File: config.mk
export PLATFORM = sky130hd
export DESIGN_NAME = vga_mode_sequencer
export DESIGN_NICKNAME = d
export VERILOG_FILES = /design/src/rtl/vga_mode_sequencer.sv
export SDC_FILE = /design/constraint.sdc
export NUM_CORES = 1
export LEC_CHECK = 0
export ABC_CLOCK_PERIOD_IN_PS = 5300
export CAP_MARGIN = 10
export CORE_MARGIN = 5
export CORE_UTILIZATION = 57
export DETAILED_ROUTE_END_ITERATION = 16
export GPL_TIMING_DRIVEN = 0
export PLACE_DENSITY = 0.87
export SLEW_MARGIN = 20
export SYNTH_ARGS = -nofsm -noshare
export SYNTH_HDL_FRONTEND = slang
export SYNTH_SLANG_ARGS = --single-unit
File: constraint.sdc
create_clock -name clk -period 5.3 [get_ports clk]
set_clock_uncertainty 0.2 [all_clocks]
set_input_delay 0.53 -clock clk [delete_from_list [all_inputs] [get_ports clk]]
set_output_delay 0.53 -clock clk [all_outputs]
set_load 0.05 [all_outputs]
File: src/rtl/vga_mode_sequencer.sv
`default_nettype none
// ============================================================================
// Module      : vga_mode_sequencer
// Description : Raster timing generator and display-mode scheduler for a
//               640x480@60 VGA path running on the 25 MHz pixel clock.
//               Produces sync, data-enable and pixel coordinates, and picks
//               the pattern mode.  A mode change takes effect only at a frame
//               boundary, so every frame is rendered in a single mode.
//
// Ports       : clk            pixel clock
//               rst            synchronous active-high reset
//               mode_next_i    request to advance to the next mode (pulse/level)
//               auto_en_i      advance automatically every FRAMES_PER_MODE frames
//               hs_n_o         horizontal sync, active low
//               vs_n_o         vertical sync, active low
//               de_o           display enable, high on visible pixels
//               x_o, y_o       pixel column/row, aligned with de_o
//               mode_o         current pattern mode, 0..NUM_MODES-1
//               frame_start_o  one-cycle pulse when (0,0) is presented
//               mode_changed_o one-cycle pulse with the first frame_start
//                              of a new mode
// Revision    : 1.0  initial release
// ============================================================================
module vga_mode_sequencer #(
    parameter int H_ACTIVE        = 640,
    parameter int H_FP            = 16,
    parameter int H_SYNC          = 96,
    parameter int H_BP            = 48,
    parameter int V_ACTIVE        = 480,
    parameter int V_FP            = 10,
    parameter int V_SYNC          = 2,
    parameter int V_BP            = 33,
    parameter int NUM_MODES       = 3,
    parameter int FRAMES_PER_MODE = 60
) (
    input  logic       clk,
    input  logic       rst,
    input  logic       mode_next_i,
    input  logic       auto_en_i,
    output logic       hs_n_o,
    output logic       vs_n_o,
    output logic       de_o,
    output logic [9:0] x_o,
    output logic [9:0] y_o,
    output logic [1:0] mode_o,
    output logic       frame_start_o,
    output logic       mode_changed_o
);

    localparam int H_TOTAL = H_ACTIVE + H_FP + H_SYNC + H_BP;
    localparam int V_TOTAL = V_ACTIVE + V_FP + V_SYNC + V_BP;

    localparam logic [9:0] H_LAST      = 10'(H_TOTAL - 1);
    localparam logic [9:0] V_LAST      = 10'(V_TOTAL - 1);
    localparam logic [9:0] H_ACT_END   = 10'(H_ACTIVE);
    localparam logic [9:0] V_ACT_END   = 10'(V_ACTIVE);
    localparam logic [9:0] H_SYNC_BEG  = 10'(H_ACTIVE + H_FP);
    localparam logic [9:0] H_SYNC_END  = 10'(H_ACTIVE + H_FP + H_SYNC);
    localparam logic [9:0] V_SYNC_BEG  = 10'(V_ACTIVE + V_FP);
    localparam logic [9:0] V_SYNC_END  = 10'(V_ACTIVE + V_FP + V_SYNC);

    localparam logic [1:0] MODE_LAST   = 2'(NUM_MODES - 1);

    // Frame counter only needs to reach FRAMES_PER_MODE-1; keep at least 1 bit.
    localparam int               FCW     = (FRAMES_PER_MODE > 1) ? $clog2(FRAMES_PER_MODE) : 1;
    localparam logic [FCW-1:0]   FC_LAST = FCW'(FRAMES_PER_MODE - 1);

    typedef enum logic [0:0] {
        ST_RUN     = 1'b0,
        ST_PENDING = 1'b1
    } state_t;

    // ------------------------------------------------------------------------
    // State
    // ------------------------------------------------------------------------
    state_t           state_q,        state_d;
    logic [9:0]       hcnt_q,         hcnt_d;
    logic [9:0]       vcnt_q,         vcnt_d;
    logic [FCW-1:0]   fcnt_q,         fcnt_d;
    logic [1:0]       mode_q,         mode_d;
    logic             adv_q,          adv_d;
    logic [9:0]       x_q,            x_d;
    logic [9:0]       y_q,            y_d;
    logic             de_q,           de_d;
    logic             hs_n_q,         hs_n_d;
    logic             vs_n_q,         vs_n_d;
    logic             frame_start_q,  frame_start_d;
    logic             mode_changed_q, mode_changed_d;

    logic w_h_last;
    logic w_boundary;
    logic w_auto_due;
    logic w_advance;

    // ------------------------------------------------------------------------
    // Next-state logic
    // ------------------------------------------------------------------------
    always_comb begin
        state_d        = state_q;
        hcnt_d         = hcnt_q;
        vcnt_d         = vcnt_q;
        fcnt_d         = fcnt_q;
        mode_d         = mode_q;

        w_h_last   = (hcnt_q == H_LAST);
        w_boundary = w_h_last && (vcnt_q == V_LAST);
        w_auto_due = auto_en_i && (fcnt_q == FC_LAST);
        // A request seen in the boundary cycle itself counts, so a level held
        // high yields exactly one advance per frame.
        w_advance  = w_boundary &&
                     ((state_q == ST_PENDING) || mode_next_i || w_auto_due);
        adv_d      = w_advance;

        // Raster counters
        if (w_h_last) begin
            hcnt_d = '0;
            vcnt_d = (vcnt_q == V_LAST) ? '0 : vcnt_q + 10'd1;
        end else begin
            hcnt_d = hcnt_q + 10'd1;
        end

        // Mode FSM: one latched request, no queuing beyond that.
        case (state_q)
            ST_RUN: begin
                if (mode_next_i && !w_boundary) begin
                    state_d = ST_PENDING;
                end
            end
            ST_PENDING: begin
                if (w_boundary) begin
                    state_d = ST_RUN;
                end
            end
            default: state_d = ST_RUN;
        endcase

        if (w_advance) begin
            mode_d = (mode_q == MODE_LAST) ? 2'd0 : mode_q + 2'd1;
        end

        // Frame counter: cleared while auto is off or on an advance; it can
        // never pass FC_LAST because reaching it forces an advance.
        if (!auto_en_i || w_advance) begin
            fcnt_d = '0;
        end else if (w_boundary && (fcnt_q != FC_LAST)) begin
            fcnt_d = fcnt_q + 1'b1;
        end

        // Registered video outputs, one cycle behind the counters.
        x_d            = hcnt_q;
        y_d            = vcnt_q;
        de_d           = (hcnt_q < H_ACT_END) && (vcnt_q < V_ACT_END);
        hs_n_d         = !((hcnt_q >= H_SYNC_BEG) && (hcnt_q < H_SYNC_END));
        vs_n_d         = !((vcnt_q >= V_SYNC_BEG) && (vcnt_q < V_SYNC_END));
        frame_start_d  = (hcnt_q == 10'd0) && (vcnt_q == 10'd0);
        // adv_q is only ever set in the cycle the counters sit at (0,0).
        mode_changed_d = adv_q;
    end

    // ------------------------------------------------------------------------
    // Registers
    // ------------------------------------------------------------------------
    always_ff @(posedge clk) begin
        if (rst) begin
            state_q        <= ST_RUN;
            hcnt_q         <= '0;
            vcnt_q         <= '0;
            fcnt_q         <= '0;
            mode_q         <= '0;
            adv_q          <= 1'b0;
            x_q            <= '0;
            y_q            <= '0;
            de_q           <= 1'b0;
            hs_n_q         <= 1'b1;
            vs_n_q         <= 1'b1;
            frame_start_q  <= 1'b0;
            mode_changed_q <= 1'b0;
        end else begin
            state_q        <= state_d;
            hcnt_q         <= hcnt_d;
            vcnt_q         <= vcnt_d;
            fcnt_q         <= fcnt_d;
            mode_q         <= mode_d;
            adv_q          <= adv_d;
            x_q            <= x_d;
            y_q            <= y_d;
            de_q           <= de_d;
            hs_n_q         <= hs_n_d;
            vs_n_q         <= vs_n_d;
            frame_start_q  <= frame_start_d;
            mode_changed_q <= mode_changed_d;
        end
    end

    assign hs_n_o         = hs_n_q;
    assign vs_n_o         = vs_n_q;
    assign de_o           = de_q;
    assign x_o            = x_q;
    assign y_o            = y_q;
    assign mode_o         = mode_q;
    assign frame_start_o  = frame_start_q;
    assign mode_changed_o = mode_changed_q;

endmodule
`default_nettype wire

==> results of run 1 <==
[worst max-delay path by stage]
stage	startpoint	endpoint	depth (start not counted)
after CTS	hcnt_q[0]	vcnt_q[2]	6
after floorplan	hcnt_q[0]	vcnt_q[3]	6
after global placement	hcnt_q[0]	vcnt_q[6]	6
after detailed placement	hcnt_q[0]	vcnt_q[2]	6
after global routing	hcnt_q[0]	vcnt_q[2]	6
final	hcnt_q[0]	vcnt_q[5]	6
[routing by layer]
layer  GRT usage  vias to the layer above  wire, µm
met2       0.308                       65      2340
met5           0                        -         0
met4      0.0738                        0        83
met3      0.0496                       12       299
met1       0.259                      883      2140
li1            -                      930         -
[logic make-up (layout without fill, tap and decap cells)]
| logic type | Yosys count | in the layout | synth area share |
|---|---|---|---|
| xor+xnor | 10 | 10 | 0.0391 |
| compound gates | 36 | 36 | 0.0966 |
| flops | 55 | 55 | 0.492 |
| fa+ha+maj | 5 | 5 | 0.0279 |
| buf+inv | 19 | 57 | 0.0402 |
| simple gates | 119 | 119 | 0.304 |
[area by class of cell]
cell class	count	area, µm²	area share
clock inverter	1	7.51	0.00278
clock buffer	7	96.3	0.0356
timing repair buffer	30	300	0.111
buffer	12	63.8	0.0236
sequential	55	1100	0.407
inverter	7	26.3	0.00972
multi-input combinational	170	1050	0.388
tap	48	60.1	0.0222
[sequential cells by signal, indices dropped and copies added, names as in the netlist]
register and flops:
y_o 10, de_o 1, adv_q 1, vs_n_o 1, fcnt_q 6, vcnt_q 10, x_o 10, hcnt_q 10
state_q 1, mode_changed_o 1, mode_o 2, frame_start_o 1, hs_n_o 1
[power by group]
part | leakage [µW] | internal (µW) | switching (µW)
Combinational | 0.000473 | 13.9 | 27.4
Clock | 0.0000505 | 119 | 129
Sequential | 0.000445 | 418 | 2.44
Total | 0.000969 | 551 | 158
[stage by stage]
step / power, µW / cell area [µm²]
2_1_floorplan: 456 / 2240
3_3_place_gp: 470 / 2600
3_5_place_dp: 471 / 2600
4_1_cts: 715 / 2700
5_1_grt: 739 / 2700
6_report: 709 / 2700
[layout by cell type (no fill, tap or decap), types with 2 or more instances in the layout]
cell	Yosys	layout
and4_1	3	3
nor2b_1	20	20
buf_2	3	3
a21oi_1	14	14
xnor2_1	3	3
o31ai_1	6	6
or4_1	5	5
clkbuf_8	0	7
and2_1	2	2
nor2_1	25	25
ha_1	5	5
nand4b_1	2	2
dfxtp_1	55	55
inv_1	7	7
nand3_1	13	13
nand2_1	10	10
nor3_1	3	3
clkdlybuf4s50_1	0	30
clkbuf_1	5	5
nand2b_1	2	2
o21ai_0	7	7
buf_4	2	2
xor2_1	7	7
nor4_1	4	4
o22ai_1	2	2
and3_1	5	5
a211oi_1	3	3
or3_1	6	6
nand4_1	9	9
nand3b_1	3	3
[synthesized netlist by cell type, types with 2 or more instances]
library cell	instances
a211oi_1	3
a21oi_1	14
and2_1	2
and3_1	5
and4_1	3
buf_2	3
buf_4	2
clkbuf_1	5
dfxtp_1	55
ha_1	5
inv_1	7
nand2_1	10
nand2b_1	2
nand3_1	13
nand3b_1	3
nand4_1	9
nand4b_1	2
nor2_1	25
nor2b_1	20
nor3_1	3
nor4_1	4
o21ai_0	7
o22ai_1	2
o31ai_1	6
or3_1	6
or4_1	5
xnor2_1	3
xor2_1	7
==> metrics.txt, run 1 <==
leakage power around 0.00097 µW; HP Class reg2reg; vias after detailed routing 1890; Worst setup SP type flip-flop; core area approximately 3700 µm²; Worst path max stage delay 880 ps; post-layout min period around 2600 ps; crit path buf inv count 1; Ys Warns 0; CTS clk-pin slew, worst paths 90 ps; Mean Syn Cell Area 9.18 µm²; part of the cycle the worst path needs 0.493; Power Dens Cells roughly 260 nW/µm²; Layout Utilization 0.722; worst-path maximum fanout 10; antenna-violating nets left 0; routed vias/inst 5.73; Longest Clk Path Bufs 2; Synth cell types approximately 40; die footprint 5280 µm²; share of cells above drive strength 1 0.0674; net count after synthesis 253; CTS tree yes; share of the synthesized area in the top cell type 0.492; first-pass GRT wire length 8.15 mm; Max Freq 0.382 GHz; R2R depth 6; top_reg_cell synth dfxtp_1; Worst VDD drop 0.000198 V; Slowest cell on crit path nor4_1; antenna diode instance count 0; worst hold endpoint mode_changed_o; dpl hpwl 3.49 mm; fin cells 330; # H-tree levels 2; Crit path arrival time 2620 ps; Die Width around 73 µm; Fin. Hold Viols 0; CP Cell Sequence ha_1 > nand4_2 > nor4_1 > a21o_1 > buf_2 > nor2_1; Post-Syn Instances roughly 240; total CTS buffers 5; row count 22; Area contributors post-synth dfxtp_1 (49%), nor2b_1 (5.6%), nor2_1 (4.2%); min-delay src adv_q; Max Cap Viol 0; Synth Cell Area 2240 µm²; Crit. End Element flip-flop; Area Overhead vs Synth 20.7%; worst-margin pin slew approximately 1000 ps; initial antenna violation count 0; GP Congestion 0.865; die height around 73 µm; io pins 31; drt drc 0; EDFF count, synth 0; reg2reg end vcnt_q[5]; Starting Density 0.598; hold slack 244 ps; fillers 297; Routed WL per cell roughly 15 µm; placed cells 322; clk root buf clkbuf_8; IO buf count 30; drt first-iter violations 190; unrepaired setup endpoints after global routing false; status finished, final reports clean; gr ovfl total 0; Place WS 2730 ps; Req. time, crit path 5300 ps; post-cts sizing count 0; vias in the first global route approximately 1700; r2r startpoint hcnt_q[0]; Rel. slew slack 0.297; number of synthesized register bits 55; Pre-Repair DR Iteration Count 4; Clock Sinks 55; area leader, netlist dfxtp_1; Setup TNS 0 ps; asr flop ratio synth 0; # Post-CTS Setup Buffers 0; Hold Crit Depth 1; Clock Latency Late Sink 310 ps; largest net degree at the start of global routing 17; total wire length 4.87 mm; GRT Total Usage 0.196; final worst slack ~2700 ps; Critical Setup Path Class reg2reg; sequential cell area fraction in the yosys report 0.492; Pins Over Slew Limit 0; delay-heaviest family, CP simple AND/OR/NAND/NOR gates; FF-to-FF setup slack 2690 ps; # setup viols final 0; CTS Hold Bufs 0; # nets final slightly below 300
(Power assumes the default switching activity.)
==> run 2: changes to the inputs <==
--- a/config.mk
+++ b/config.mk
@@ -5,13 +5,13 @@
 export SDC_FILE = /design/constraint.sdc
 export NUM_CORES = 1
 export LEC_CHECK = 0
-export ABC_CLOCK_PERIOD_IN_PS = 5300
+export ABC_CLOCK_PERIOD_IN_PS = 2400
 export CAP_MARGIN = 10
 export CORE_MARGIN = 5
-export CORE_UTILIZATION = 57
+export CORE_UTILIZATION = 48
 export DETAILED_ROUTE_END_ITERATION = 16
 export GPL_TIMING_DRIVEN = 0
-export PLACE_DENSITY = 0.87
+export PLACE_DENSITY = 0.78
 export SLEW_MARGIN = 20
 export SYNTH_ARGS = -nofsm -noshare
 export SYNTH_HDL_FRONTEND = slang
==> constraint.sdc (replaced) <==
create_clock -name clk -period 2.4 [get_ports clk]
set_clock_uncertainty 0.2 [all_clocks]
set_input_delay 0.24 -clock clk [delete_from_list [all_inputs] [get_ports clk]]
set_output_delay 0.24 -clock clk [all_outputs]
set_load 0.05 [all_outputs]
==> run 2 against run 1 <==
- wire length fell by 0.97%
- sequential cell count did not move
- die area grew 16%
- count of clock-buffer cells in the layout decreased by 1
- sequential power increased by 120%
- utilization shrank 11 points
- cell count rose by 1.2%
- hold slack worse by 4.4 ps
- total power increased by 120%
- critical endpoint is now vcnt_q[2]
- largest cell class unchanged
- highest routed layer unchanged
==> metrics.txt, run 2 (synthesized netlist as in run 1, its figures left out) <==
status finished, final reports clean; Longest Clk Path Bufs 2; Pre-Repair DR Iteration Count 4; initial antenna violation count 0; Max Freq around 0.43 GHz; gr ovfl total 0; first-pass GRT wire length 8.07 mm; # setup viols final 0; Crit. End Element flip-flop; vias in the first global route 1745; # H-tree levels 2; Req. time, crit path 2390 ps; Fin. Hold Viols 0; met1 WL 2.28 mm; CTS clk-pin slew, worst paths 100 ps; final worst slack 98.1 ps; CTS tree yes; delay-heaviest family, CP simple AND/OR/NAND/NOR gates; fillers 410; # Post-CTS Setup Buffers 0; Top Layer Used met4; placed cell areas 2610 µm²; crit path buf inv count 2; total wire length 4.82 mm; vias after detailed routing between 1500 and 2000; WP depth 6; clk root buf clkbuf_8; dpl hpwl between 3 and 4 mm; # nets final 290; io pins 31; total CTS buffers 5; Critical Setup Path Class reg2reg; WL met3 276 µm; Pwr Total 1560 µW; Power Dens Cells 574 nW/µm²; die footprint 6130 µm²; Max Cap Viol 0; Die Width 78.3 µm; Slowest cell on crit path nor4_1; share of cells above drive strength 1 0.0816; Starting Density 0.504; post-layout min period 2300 ps; post-cts sizing count 1; R2R depth 6; drt drc 0; Rel. slew slack 0.582; GRT Total Usage 0.164; Clock Latency Late Sink between 300 and 400 ps; largest net degree at the start of global routing 18; Place WS -103 ps; core area 4440 µm²; worst-margin pin slew 622 ps; reg2reg end vcnt_q[2]; Setup crit end vcnt_q[2]; drt first-iter violations between 100 and 150; most frequent cells in the layout dfxtp_1 (53), clkdlybuf4s50_1 (30), nor2_1 (25), nor2b_1 (20), a21oi_1 (14); routed vias/inst 5.60; FF-to-FF setup slack 100 ps; Setup crit start vcnt_q[4]; placed cells ~330; HP Class reg2reg; commonest non-fill, non-tap cell in the layout dfxtp_1; row count 24; antenna diode instance count 0; part of the cycle the worst path needs 0.959; die height 78.3 µm; r2r startpoint vcnt_q[4]; CP dominant cell by count buf_2; final instance area 2720 µm²; Clock Sinks 55; Worst setup SP type flip-flop; fin cells 334; CTS Hold Bufs 0; Crit path arrival time roughly 2300 ps; Routed WL per cell 14.4 µm; unrepaired setup endpoints after global routing false; Area Overhead vs Synth 21.2%; worst-path maximum fanout 10; Pins Over Slew Limit 0; WL met2 2.18 mm; Worst path max stage delay 570 ps; leakage power 0.000964 µW; IO buf count 30; GP Congestion 0.820; antenna-violating nets left 0; Setup TNS 0 ps; Worst VDD drop 0.000321 V; CP Cell Sequence nor4_1 > and4_1 > buf_2 > a21o_1 > buf_2 > nor2_1
## run 2: per-stage QoR
stage,hold slack [ps],utilization
detailed placement,224,0.586
global placement,219,0.586
finish,240,0.611
global route,280,0.611
CTS,244,0.610
floorplan,123,-
## run 2: how the worst min path moves through the flow
stage / from / to / slack [ps] / depth (start not counted)
after detailed placement: adv_q / mode_changed_o / 220 / 1
after global placement: adv_q / mode_changed_o / 220 / 1
final: adv_q / mode_changed_o / 240 / 1
after global routing: adv_q / mode_changed_o / 280 / 1
after CTS: adv_q / mode_changed_o / 240 / 1
after floorplan: rst / x_o[9] / 120 / 1
## run 2: layout make-up
| cell class | instances | area [µm²] | share of cell area |
|---|---|---|---|
| Timing Repair Buffer | 30 | 300 | 0.111 |
| Inverter | 7 | 26.3 | 0.00968 |
| Buffer | 12 | 63.8 | 0.0235 |
| Tap cell | 52 | 65.1 | 0.0240 |
| Multi-Input combinational cell | 170 | 1060 | 0.389 |
| Clock buffer | 6 | 82.6 | 0.0304 |
| Sequential cell | 55 | 1100 | 0.406 |
| Clock inverter | 2 | 16.3 | 0.00599 |
## run 2: routing by layer
metal  GRT usage  vias up
li1            -      934
met4      0.0594        0
met3      0.0458        8
met5           0        -
met1       0.211      883
met2       0.262       47
## run 2: report_power, final
| group | internal [µW] | switching [µW] |
|---|---|---|
| Combinational | 31.2 | 60.0 |
| Sequential | 923 | 5.38 |
| Clock | 236 | 302 |
## run 2: worst reg2reg max path, cell delays in order (launching register included)
cell and delay, ps:
dfxtp_1 360, nor4_1 570, and4_1 300, buf_2 230, a21o_1 200, buf_2 250, nor2_1 70
==> run 3: changes to the inputs <==
--- a/config.mk
+++ b/config.mk
@@ -5,6 +5,7 @@
 export SDC_FILE = /design/constraint.sdc
 export NUM_CORES = 1
 export LEC_CHECK = 0
+export ABC_AREA = 1
 export ABC_CLOCK_PERIOD_IN_PS = 2400
 export CAP_MARGIN = 10
 export CORE_MARGIN = 5
==> run 3 against run 2 <==
- first-iteration DRC count is 28% higher
- global-route usage up 0.69 points
- combinational power is 15% lower
- highest routed layer unchanged
- non-clock buffer count down 9
- count of clock-buffer cells in the layout did not move
- critical path type is now reg2out
- cell count grew 19%
- synthesized cell count rose by 26%
- register-to-register slack better by 410 ps
==> metrics.txt, run 3 <==
CTS Hold Bufs 0; total CTS buffers 5; Synth Cell Area 2290 µm²; Rel. slew slack 0.657; vias after detailed routing approximately 2000; Clock Sinks 55; clk root buf clkbuf_8; count leader, synth nor2_1; post-layout min period between 1500 and 2000 ps; Longest Clk Path Bufs 2; CP Cell Sequence clkdlybuf4s50_1; largest net degree at the start of global routing 17; Routed WL per cell around 12 µm; Place WS 373 ps; Worst path max stage delay between 800 and 900 ps; post-cts sizing count 0; Synth cell types 28; Setup TNS 0 ps; final instance area 2740 µm²; Critical Setup Path Class reg2out; drt drc 0; total wire length 4.64 mm; Crit. End Element output pin; # Post-CTS Setup Buffers 0; row count 25; Ys Warns 0; Post-Syn Instances 307; unrepaired setup endpoints after global routing false; Crit path arrival time about 1500 ps; leakage power 0.00116 µW; core area 4690 µm²; first-pass GRT wire length ~8.4 mm; number of synthesized register bits between 50 and 60; HP Class reg2reg; # H-tree levels 2; drt first-iter violations 142; Pins Over Slew Limit 0; commonest non-fill, non-tap cell in the layout nor2_1; most frequent cells in the layout nor2_1 (58), nand2_1 (55), dfxtp_1 (55), inv_1 (40); antenna-violating nets left 0; Synth top cells by count nor2_1 (58), dfxtp_1 (55), nand2_1 (55); vias in the first global route about 1900; # setup viols final 0; fillers ~460; worst-margin pin slew 512 ps; io pins 31; status finished, final reports clean; Area Overhead vs Synth 19.8%; CTS tree yes; dpl hpwl 3.56 mm; sequential cell area fraction in the yosys report 0.481; part of the cycle the worst path needs 0.816; GRT Total Usage 0.170; Area contributors post-synth dfxtp_1 (48%), nor2_1 (9.5%), nand2_1 (9.0%); area leader, netlist dfxtp_1; Worst setup SP type flip-flop; net count after synthesis 316; Slowest cell on crit path clkdlybuf4s50_1; GP Congestion 0.852; die footprint between 6000 and 7000 µm²; Mean Syn Cell Area 7.46 µm²; Req. time, crit path slightly below 2000 ps; Power Dens Cells between 500 and 600 nW/µm²; share of cells above drive strength 1 0.0725; gr ovfl total 0; Fin. Hold Viols 0; top_reg_cell synth dfxtp_1; placed cell areas between 2000 and 3000 µm²; Starting Density 0.488; final worst slack 443 ps; share of the synthesized area in the top cell type 0.481; Max Cap Viol 0; antenna diode instance count 0; EDFF count, synth 0; crit path buf inv count 1; Max Freq 0.511 GHz; IO buf count 30; Clock Latency Late Sink 310 ps; worst-path maximum fanout 4; CTS clk-pin slew, worst paths about 90 ps; # nets final 353; routed vias/inst 5.01; Die Width 79.1 µm; asr flop ratio synth 0; die height just under 80 µm; Layout Utilization 0.585; initial antenna violation count 0; Pre-Repair DR Iteration Count 4; Worst VDD drop 0.000272 V; delay-heaviest family, CP buffers and inverters
run 3: worst reg2reg max path, cell delays in order, from the launching register on:
cell and delay, ps:
dfxtp_1 390, ha_1 210, nand3_1 170, nor2_1 220
nand2_4 140, nor2_8 160, nor2_2 80, inv_1 160
a21oi_1 60
run 3: cell type report:
class | instances | area [µm²] | area share
clock buffers | 6 | 72.6 | 0.0264
inverters | 44 | 165 | 0.0602
repair buffers | 30 | 300 | 0.109
clock inverters | 2 | 12.5 | 0.00456
plain buffers | 3 | 11.3 | 0.00410
flip-flops and latches | 55 | 1100 | 0.401
well taps | 54 | 67.6 | 0.0246
multi-input cells | 205 | 1010 | 0.369
run 3: final timing paths:
kind              cells after the start      start  slack, ps        endpoint
setup / recovery                      1  mode_o[0]        440       mode_o[0]
hold / removal                        2      adv_q        210  mode_changed_o
setup reg to reg                      8  hcnt_q[0]        510       vcnt_q[0]
hold reg to reg                       2      adv_q        210  mode_changed_o
run 3: report_power, final:
part	internal [µW]	switching, µW
clock network	204	279
logic	24.4	53.2
registers	922	5.63
total	1150	338
run 3: cell families after synthesis:
family,synth area share
simple gates,0.341
flops,0.481
buf+inv,0.0770
compound gates,0.0508
xor+xnor,0.0229
fa+ha+maj,0.0273
run 3: metrics by stage:
step	power (µW)	hold slack [ps]	std cells
6_report	1490	213	399
5_1_grt	1570	224	399
4_1_cts	1510	218	399
3_5_place_dp	1030	194	391
3_3_place_gp	1030	191	391
2_1_floorplan	999	180	307
run 3: routing by layer:
metal  global-route usage  part of all wire  vias to the layer above  wire length, µm
met2                0.272              0.46                       50             2140
li1                     -                 -                     1035                -
met3               0.0397             0.049                        7              228
met1                0.223              0.47                      905             2200
met4               0.0653             0.016                        0               72
met5                    0                 0                        -                0
